### src/rtl/lap_stopwatch_pkg.sv
// Shared types and constants for the lap stopwatch core.
//
// Contents:
//   sw_state_t     : controller states IDLE / RUN / PAUSE / DONE
//   CS_MAX, SEC_MAX: wrap points of the centisecond and second fields
//   MIN_W/SEC_W/CS_W: time field widths
//   lap_rec_t      : packed {min, sec, cs} time record, 20 bits; it is used both for
//                    the live count and for lap entries
//   time_is_zero() : true for 00:00:00
package lap_stopwatch_pkg;

    localparam int MIN_W     = 7;
    localparam int SEC_W     = 6;
    localparam int CS_W      = 7;
    localparam int LAP_REC_W = MIN_W + SEC_W + CS_W;

    localparam logic [CS_W-1:0]  CS_MAX  = 7'd99;
    localparam logic [SEC_W-1:0] SEC_MAX = 6'd59;

    typedef enum logic [1:0] {
        ST_IDLE  = 2'd0,
        ST_RUN   = 2'd1,
        ST_PAUSE = 2'd2,
        ST_DONE  = 2'd3
    } sw_state_t;

    typedef struct packed {
        logic [MIN_W-1:0] min;
        logic [SEC_W-1:0] sec;
        logic [CS_W-1:0]  cs;
    } lap_rec_t;

    function automatic logic time_is_zero(input lap_rec_t t);
        return (t == '0);
    endfunction

endpackage

### src/rtl/lap_stopwatch_lap_buffer.sv
// Circular lap store for the stopwatch core.
//
// Ports:
//   clk, reset      : system clock, synchronous active-high reset
//   clear           : empties the buffer (pointer and count back to 0)
//   wr_en, wr_data  : capture one lap record; the oldest entry is overwritten when full
//   rd_idx          : 0 = most recent entry
//   cnt             : number of valid entries, saturates at LAP_DEPTH
//   rd_data         : registered read of entry rd_idx; 0 when rd_idx >= cnt
module lap_stopwatch_lap_buffer
    import lap_stopwatch_pkg::*;
#(
    parameter  int LAP_DEPTH = 4,
    localparam int LAP_AW    = $clog2(LAP_DEPTH)
) (
    input  logic              clk,
    input  logic              reset,
    input  logic              clear,
    input  logic              wr_en,
    input  lap_rec_t          wr_data,
    input  logic [LAP_AW-1:0] rd_idx,
    output logic [LAP_AW:0]   cnt,
    output lap_rec_t          rd_data
);

    lap_rec_t          mem [LAP_DEPTH];
    logic [LAP_AW-1:0] wr_ptr;
    logic [LAP_AW-1:0] rd_addr;

    // Depth is a power of two, so the pointer arithmetic wraps for free.
    assign rd_addr = wr_ptr - LAP_AW'(1) - rd_idx;

    always_ff @(posedge clk) begin
        if (reset) begin
            wr_ptr  <= '0;
            cnt     <= '0;
            rd_data <= '0;
        end else begin
            rd_data <= ({1'b0, rd_idx} < cnt) ? mem[rd_addr] : '0;
            if (clear) begin
                wr_ptr <= '0;
                cnt    <= '0;
            end else if (wr_en) begin
                wr_ptr <= wr_ptr + LAP_AW'(1);
                if (cnt != (LAP_AW+1)'(LAP_DEPTH)) begin
                    cnt <= cnt + (LAP_AW+1)'(1);
                end
            end
        end
    end

    // Storage needs no reset: entries at or beyond cnt are never returned.
    always_ff @(posedge clk) begin
        if (wr_en && !clear) begin
            mem[wr_ptr] <= wr_data;
        end
    end

endmodule

### src/rtl/lap_stopwatch_core.sv
// Up/down MM:SS:CC stopwatch/timer core with internal tick prescaler,
// saturating overflow, countdown expiry pulse and optional lap ring buffer.
//
// Build option: define LAP_MEMORY_EN to build the lap buffer. Without it the
// buffer is absent, cmd_lap has no effect and lap_cnt / lap_rd_data read 0.
//
// Ports:
//   clk, reset               : system clock, synchronous active-high reset
//   cmd_run_stop             : start / pause / resume / acknowledge DONE
//   cmd_clear                : back to IDLE, reload count, empty laps, clear overflow
//   cmd_lap                  : capture current time (RUN only)
//   cmd_mode                 : toggle up/down (IDLE only)
//   preset_min, preset_sec   : countdown preset, clamped to MAX_MIN / 59
//   lap_rd_idx               : lap read index, 0 = most recent
//   min_count/sec_count/cs_count : current time
//   running, mode_down       : status
//   expired                  : one-cycle pulse when a countdown reaches 00:00:00
//   overflow                 : sticky, set when up-count saturates
//   lap_cnt, lap_rd_data     : lap entry count and registered read data {min,sec,cs}
//
// State   | meaning
// --------+-----------------------------------------------------------
// IDLE    | stopped, count loaded (0 or preset), prescaler zeroed
// RUN     | prescaler counting, count advances on each tick
// PAUSE   | count and prescaler frozen
// DONE    | saturated (up) or expired (down); waits for run_stop/clear
module lap_stopwatch_core
    import lap_stopwatch_pkg::*;
#(
    parameter  int CLK_HZ    = 100_000_000,
    parameter  int TICK_HZ   = 100,
    parameter  int MAX_MIN   = 99,
    parameter  int LAP_DEPTH = 4,
    localparam int LAP_AW    = $clog2(LAP_DEPTH)
) (
    input  logic              clk,
    input  logic              reset,
    input  logic              cmd_run_stop,
    input  logic              cmd_clear,
    input  logic              cmd_lap,
    input  logic              cmd_mode,
    input  logic [6:0]        preset_min,
    input  logic [5:0]        preset_sec,
    input  logic [LAP_AW-1:0] lap_rd_idx,
    output logic [6:0]        min_count,
    output logic [5:0]        sec_count,
    output logic [6:0]        cs_count,
    output logic              running,
    output logic              mode_down,
    output logic              expired,
    output logic              overflow,
    output logic [LAP_AW:0]   lap_cnt,
    output logic [19:0]       lap_rd_data
);

    localparam int DIV   = CLK_HZ / TICK_HZ;
    localparam int PRE_W = $clog2(DIV);
    localparam logic [MIN_W-1:0] MIN_LIM = MIN_W'(MAX_MIN);

    sw_state_t        state_q, state_d;
    lap_rec_t         time_q, time_d;
    logic [PRE_W-1:0] presc_q, presc_d;
    logic             mode_q, mode_d;
    logic             ovf_q, ovf_d;
    logic             exp_q, exp_d;
    logic             lap_wr;
    logic             reload;
    logic             tick;
    logic             up_at_max;
    logic             dn_hit;
    lap_rec_t         time_up, time_dn, preset_time;

    assign tick = (state_q == ST_RUN) && (presc_q == PRE_W'(DIV - 1));

    always_comb begin
        preset_time     = '0;
        preset_time.min = (preset_min > MIN_LIM) ? MIN_LIM : preset_min;
        preset_time.sec = (preset_sec > SEC_MAX) ? SEC_MAX : preset_sec;
    end

    always_comb begin
        time_up = time_q;
        if (time_q.cs != CS_MAX) begin
            time_up.cs = time_q.cs + 7'd1;
        end else begin
            time_up.cs = '0;
            if (time_q.sec != SEC_MAX) begin
                time_up.sec = time_q.sec + 6'd1;
            end else begin
                time_up.sec = '0;
                time_up.min = time_q.min + 7'd1;
            end
        end
    end

    assign up_at_max = (time_q.min == MIN_LIM) && (time_q.sec == SEC_MAX) &&
                       (time_q.cs == CS_MAX);

    // A countdown sitting at zero stays there rather than wrapping.
    always_comb begin
        time_dn = time_q;
        if (!time_is_zero(time_q)) begin
            if (time_q.cs != '0) begin
                time_dn.cs = time_q.cs - 7'd1;
            end else begin
                time_dn.cs = CS_MAX;
                if (time_q.sec != '0) begin
                    time_dn.sec = time_q.sec - 6'd1;
                end else begin
                    time_dn.sec = SEC_MAX;
                    time_dn.min = time_q.min - 7'd1;
                end
            end
        end
    end

    assign dn_hit = time_is_zero(time_dn);

    always_comb begin
        state_d = state_q;
        time_d  = time_q;
        presc_d = presc_q;
        mode_d  = mode_q;
        ovf_d   = ovf_q;
        exp_d   = 1'b0;
        lap_wr  = 1'b0;
        reload  = 1'b0;
        case (state_q)
            ST_IDLE: begin
                presc_d = '0;
                if (cmd_clear) begin
                    reload = 1'b1;
                end else if (cmd_run_stop) begin
                    if (!(mode_q && time_is_zero(time_q))) begin
                        state_d = ST_RUN;
                    end
                end else if (cmd_mode) begin
                    mode_d = ~mode_q;
                    time_d = mode_q ? lap_rec_t'('0) : preset_time;
                end
            end
            ST_RUN: begin
                presc_d = tick ? '0 : presc_q + PRE_W'(1);
                if (cmd_clear) begin
                    reload  = 1'b1;
                    state_d = ST_IDLE;
                    presc_d = '0;
                end else begin
                    if (tick) begin
                        if (mode_q) begin
                            time_d = time_dn;
                            if (dn_hit) begin
                                state_d = ST_DONE;
                                exp_d   = !time_is_zero(time_q);
                            end
                        end else if (up_at_max) begin
                            ovf_d   = 1'b1;
                            state_d = ST_DONE;
                        end else begin
                            time_d = time_up;
                        end
                    end
                    // A terminal tick wins over a coincident pause request.
                    if (cmd_run_stop) begin
                        if (state_d == ST_RUN) begin
                            state_d = ST_PAUSE;
                        end
                    end else if (cmd_lap) begin
                        lap_wr = 1'b1;
                    end
                end
            end
            ST_PAUSE: begin
                if (cmd_clear) begin
                    reload  = 1'b1;
                    state_d = ST_IDLE;
                    presc_d = '0;
                end else if (cmd_run_stop) begin
                    state_d = ST_RUN;
                end
            end
            ST_DONE: begin
                presc_d = '0;
                if (cmd_clear || cmd_run_stop) begin
                    reload  = 1'b1;
                    state_d = ST_IDLE;
                end
            end
            default: begin
                state_d = ST_IDLE;
                presc_d = '0;
            end
        endcase
        if (reload) begin
            time_d = mode_q ? preset_time : lap_rec_t'('0);
            ovf_d  = 1'b0;
        end
    end

    always_ff @(posedge clk) begin
        if (reset) begin
            state_q <= ST_IDLE;
            time_q  <= '0;
            presc_q <= '0;
            mode_q  <= 1'b0;
            ovf_q   <= 1'b0;
            exp_q   <= 1'b0;
        end else begin
            state_q <= state_d;
            time_q  <= time_d;
            presc_q <= presc_d;
            mode_q  <= mode_d;
            ovf_q   <= ovf_d;
            exp_q   <= exp_d;
        end
    end

    assign min_count = time_q.min;
    assign sec_count = time_q.sec;
    assign cs_count  = time_q.cs;
    assign running   = (state_q == ST_RUN);
    assign mode_down = mode_q;
    assign expired   = exp_q;
    assign overflow  = ovf_q;

`ifdef LAP_MEMORY_EN
    lap_rec_t lap_rd_rec;

    lap_stopwatch_lap_buffer #(
        .LAP_DEPTH (LAP_DEPTH)
    ) u_lap_buf (
        .clk     (clk),
        .reset   (reset),
        .clear   (reload),
        .wr_en   (lap_wr),
        .wr_data (time_q),
        .rd_idx  (lap_rd_idx),
        .cnt     (lap_cnt),
        .rd_data (lap_rd_rec)
    );

    assign lap_rd_data = lap_rd_rec;
`else
    logic unused_lap;
    assign unused_lap  = ^{lap_wr, lap_rd_idx};
    assign lap_cnt     = '0;
    assign lap_rd_data = '0;
`endif

endmodule

### config.mk
export PLATFORM = sky130hd
export DESIGN_NAME = lap_stopwatch_core
export DESIGN_NICKNAME = d
export VERILOG_FILES = /design/src/rtl/lap_stopwatch_pkg.sv /design/src/rtl/lap_stopwatch_lap_buffer.sv /design/src/rtl/lap_stopwatch_core.sv
export SDC_FILE = /design/constraint.sdc
export NUM_CORES = 1
export LEC_CHECK = 0
export BUFFER_PORTS_ARGS = -buffer_cell sky130_fd_sc_hd__buf_2
export CORE_MARGIN = 10
export CORE_UTILIZATION = 40
export CTS_CLUSTER_DIAMETER = 30
export CTS_CLUSTER_SIZE = 30
export DETAILED_ROUTE_END_ITERATION = 8
export SLEW_MARGIN = 20
export SYNTH_ARGS = -nofsm -noshare
export SYNTH_HDL_FRONTEND = slang
export SYNTH_SLANG_ARGS = --single-unit
### constraint.sdc
create_clock -name clk -period 4.4 [get_ports clk]
set_input_delay 0.88 -clock clk [delete_from_list [all_inputs] [get_ports clk]]
set_output_delay 0.88 -clock clk [all_outputs]
set_load 0.1 [all_outputs]
After elaboration in Yosys (flattened, before gate mapping):

Cells that the tools add are included.
W data, S select, Z words.

* register bits: 45
* bits of input ports: 21
* output and inout bits: 47
* word-level logic and storage cells: 114

* add/sub/neg operators: 7
* $lt $le $gt $ge: 2
* equality and inequality tests: 24
* mux-type cells: 45
* bitwise gates (word level): 6
* reduce and logical (&&, ||, !) cells: 22

Operator list (count)
* $mux W20: 14
* $pmux W20 S3: 1
* $logic_not A20 Y1: 2
* $pmux W20 S2: 1
* $mux W7: 5
* $mux W2: 15
* $mux W13: 2
* $add A20 B1 Y20 const B: 1
* $eq A20 B20 Y1 const B: 1
* $mux W6: 3
* $add A7 B1 Y7 const B: 2
* $eq A7 B7 Y1 const B: 2
* $sub A7 B1 Y7 const B: 2
* $ne A3 B3 Y1 const B: 4
* $ne A4 B4 Y1 const B: 3
* $ne A2 B2 Y1 const B: 5
* $reduce_and A5 Y1: 2
* $reduce_and A9 Y1: 1
* $pmux W2 S4: 1
* $reduce_and A8 Y1: 1
* $gt A7 B7 Y1 const B: 1
* $ne A7 B7 Y1 const B: 1
* $reduce_and A7 Y1: 1
* $reduce_bool A7 Y1: 1
* 22 further kinds: 34

Logic depth before layout (Yosys ltp):

* depth in word-level cells: 15
* mapped depth: 11
* gate-level depth less buffers: 9

Worst setup path after synthesis:

OpenSTA, ideal clock, no wires.

* path type: reg-to-reg
* from: reg time_q (netlist bit sec_count[1])
* to: reg time_q (netlist bit min_count[4])
* setup time: 0.134 ns
* arrival time: 2.902 ns
* data required time: 4.266 ns
* slack: 1.364 ns
* cell stages (with the launch flop): 10
* path buffers: 1
* period minus slack after synthesis: 3.036 ns
* path through: dfxtp_1 ha_1 nand4_1 nor2_1 a41oi_1 o32a_1 a21boi_1 buf_6 nor2_1 a211oi_1

* cells in the longest elaborated chain, start to end: 9
* elaborated cells on any way between the ends: 17
* classes of those cells: eq/ne (4); mux (8); reduce/logical (5)

Ends and longest elaborated chain
* from (decl): RTL line lap_stopwatch_core.sv:61 `lap_rec_t time_q, time_d;`
* from (signal assigned): RTL line lap_stopwatch_core.sv:210 `time_q <= time_d;`
* $reduce_bool A6 Y1: RTL line lap_stopwatch_core.sv:107 `if (time_q.sec != '0) begin`
* $mux W7: RTL line lap_stopwatch_core.sv:107
* $mux W13: RTL line lap_stopwatch_core.sv:103 `if (time_q.cs != '0) begin`
* $mux W20: RTL line lap_stopwatch_core.sv:102 `if (!time_is_zero(time_q)) begin`
* $mux W20: RTL line lap_stopwatch_core.sv:150 `if (mode_q) begin`
* $mux W20: RTL line lap_stopwatch_core.sv:149 `if (tick) begin`
* $mux W20: RTL line lap_stopwatch_core.sv:144 `if (cmd_clear) begin`
* $pmux W20 S2: RTL line lap_stopwatch_core.sv:128 `case (state_q)`
* $mux W20: RTL line lap_stopwatch_core.sv:194 `if (reload) begin`

Several ways; a longest one is shown, not always the timed one. The select of a mux whose other input is x is not followed.
A chain may end at the register's enable or synchronous reset.

Worst setup path after layout:

* from: reg state_q[1]
* to: reg time_q (netlist bit sec_count[4])

* cells in the longest elaborated chain, start to end: 5
* elaborated cells on any way between the ends: 18
* classes of those cells: eq/ne (10); mux (3); reduce/logical (5)

Ends and longest elaborated chain
* from (decl): RTL line lap_stopwatch_core.sv:60 `sw_state_t state_q, state_d;`
* from (signal assigned): RTL line lap_stopwatch_core.sv:209 `state_q <= state_d;`
* $eq A2 B1 Y1, or another cell as far along: RTL line lap_stopwatch_core.sv:73, lap_stopwatch_core.sv:128
* $reduce_or A3 Y1 (no source line)
* $pmux W1 S2: RTL line lap_stopwatch_core.sv:128
* $ne A4 B4 Y1 (no source line), or another cell as far along
* $reduce_and A8 Y1 (no source line)

Several ways; a longest one is shown, not always the timed one.

==> results.ini <==
[logic_synthesis]
synth.area.top_cells = dfxtp_1, nor2_1, nand3_1
async_flop_share = 0
postSynthAreaPerCell_sq_um = 7.168
yosysWarnings = 0
ys_types = 68
synth_edf_count = 0
yosys_register_bits = 45
synth_cells = 516
synthFlopType = dfxtp_1
yosysTopAreaCell = dfxtp_1
yosysTopAreaCellShare = 0.2436
ys_seq_area_frac = 0.2436
syn_area_sq_um = 3699

[detailed_routing]
via_per_inst = 5.847
drc_errors = 0
first_pass_iters = 5
wire_per_inst_um = 17.11
wirelength_um = 11070
drtIter0Drc = 210
drtAntennaViolNets = 0
num_vias = 3783

[final_layout]
drive_gt1_frac = 0.1325
fin_cells = 647
layout_common_cells = nor2_1, nand2_1, dfxtp_1
nets = 564
diodes = 0
final_common_cell = nor2_1
finish.utilization = 0.4363
area_growth_pct = 7.442

[floorplanning]
die_x_um = 116.2
dieHeight_um = 116.2
fp.coreArea_sq_um = 9109
io_pins = 68
rows = 35
start_util = 0.4060
dieArea_sq_um = 13490

[clock_network]
worstSkewPairLatency_ns = 0.32
cts_buffer_depth = 2
post_cts_buffers = 0
cts_root_buf = clkbuf_8
path_clk_slew_ns = 0.11
cts_max_level = 2
cts_buffers = 5
clock-sinks = 45
cts_tree = done
cts_resized = 0
cts_hold_buf = 0

[placed_design]
place.gp.congestion = 0.8638
numPortBuffers = 41
dp_hpwl_um = 8049
dp.cells = 639

[power]
swShare = 0.4390
leakage_nw = 1.498
clockPowerShare = 0.282
irDropWorstVdd_mv = 0.1499
p_sw_uw = 549.7
intPower_uw = 702.4
combPwrFrac = 0.354
p_seq_frac = 0.364
powerDensity_nw_per_um2 = 315.1

[sta]
tightest_slew_ns = 1.008
setup_tns_ns = 0
finalHoldViolCount = 0
max_freq_mhz = 314.2
fin_crit_sh = 0.7234
rsz0062_at_grt = false
setup-violations-final = 0
finClkSkew_ns = 0.01054
maxSlewHeadroom = 0.3254
final-max-slew-violation-count = 0
min_period_ns = 3.183

[global_route]
grt_use_total = 0.1620
grt_pass1_vias = 3613
grt_overflow = 0
grt_max_degree = 35
antenna_found_initial = 0
grt_first_pass_wirelength_um = 17980

[worst_setup_path]
r2r_end = sec_count[4]
rrSetupSlack_ns = 1.22
start_kind = flip-flop
critical_path.max_fanout = 16
endpoint = sec_count[4]
worstPathArrival_ns = 3.42
critPathKind = flip-flop to flip-flop
cp-end-kind = flip-flop
r2r_start = state_q[1]
cp.required_ns = 4.64
crit_start = state_q[1]
r2r_cells = 9

[hold_path]
min_path_type = flip-flop to flip-flop
min-delay-start = presc_q[1]

[flow_run]
cap_violations = 0

[outcome]
status = finished, final reports clean

[registers in the layout, indices dropped and copies added (netlist names)]
register	cells
sec_count	6
expired	1
state_q	2
overflow	1
presc_q	20
mode_down	1
cs_count	7
min_count	7
[power groups by stage]
stage / sequential, mW / combinational (mW) / clock, mW
finish: 0.456 / 0.443 / 0.353
global placement: 0.464 / 0.437 / 0
floorplan: 0.530 / 0.315 / 0
CTS: 0.455 / 0.441 / 0.355
detailed placement: 0.465 / 0.439 / 0
global route: 0.460 / 0.475 / 0.371
[cell usage after synthesis, drive strengths merged (11+ instances only)]
cell    count
nor2       65
nand2      47
dfxtp      45
nand3      39
buf        33
a21oi      28
o21ai      26
clkbuf     25
nor3       19
xor2       17
inv        15
nor4       13
xnor2      11
[how the worst min path moves through the flow]
stage,slack [ns],to,depth (start not counted)
final,0.48,presc_q[1],2
after global routing,0.52,presc_q[19],1
after CTS,0.48,presc_q[1],2
after detailed placement,0.47,presc_q[1],2
after global placement,0.46,presc_q[1],2
after floorplan,0.44,presc_q[19],1
[layout make-up]
class | instances | area, sq um
clock inverter | 3 | 47.55
sequential | 45 | 900.9
timing repair buffer | 48 | 257.7
fill | 978 | 5135
multi-input combinational | 420 | 2504
clock buffer | 5 | 68.82
tap | 111 | 138.9
inverter | 15 | 56.30
[through the flow]
stage                     power, mW  setup slack [ns]  hold WS, ns  cell area [sq um]
after floorplan              0.8446             1.364       0.4395               3781
after detailed placement     0.9038             1.281       0.4650               3857
final                         1.252             1.217       0.4809               3974
after global placement       0.9011             1.304       0.4579               3857
after CTS                     1.251             1.273       0.4797               3974
after global routing          1.306            0.9254       0.5168               3974
[routing by layer]
metal	track usage	routed length, um	share of wire	vias to the layer above
li1	-	-	-	1865
met1	0.2027	4721	0.43	1801
met2	0.2761	5469	0.49	105
met3	0.03544	765	0.069	12
met4	0.03920	113	0.010	0
met5	0	0	0	-
[worst max-delay path, cell delays in order, from the launching register on]
cell	delay, ns
dfxtp_1	0.47
inv_1	0.15
nand2_1	0.37
inv_1	0.25
nand2_1	0.60
o32a_1	0.28
buf_4	0.22
o31a_1	0.43
nor2_1	0.07
a311oi_1	0.25
[kinds of logic after synthesis]
group,synth area share
adders and majority gates,0.02706
AOI/OAI and AO/OA,0.2399
muxes,0.005413
xor gates and xnor gates,0.06630
DFF,0.2436
buffers and inverters,0.1018
and+or+nand+nor,0.3150
other,0.001014
Note: power is estimated with default switching activity, not from simulation.
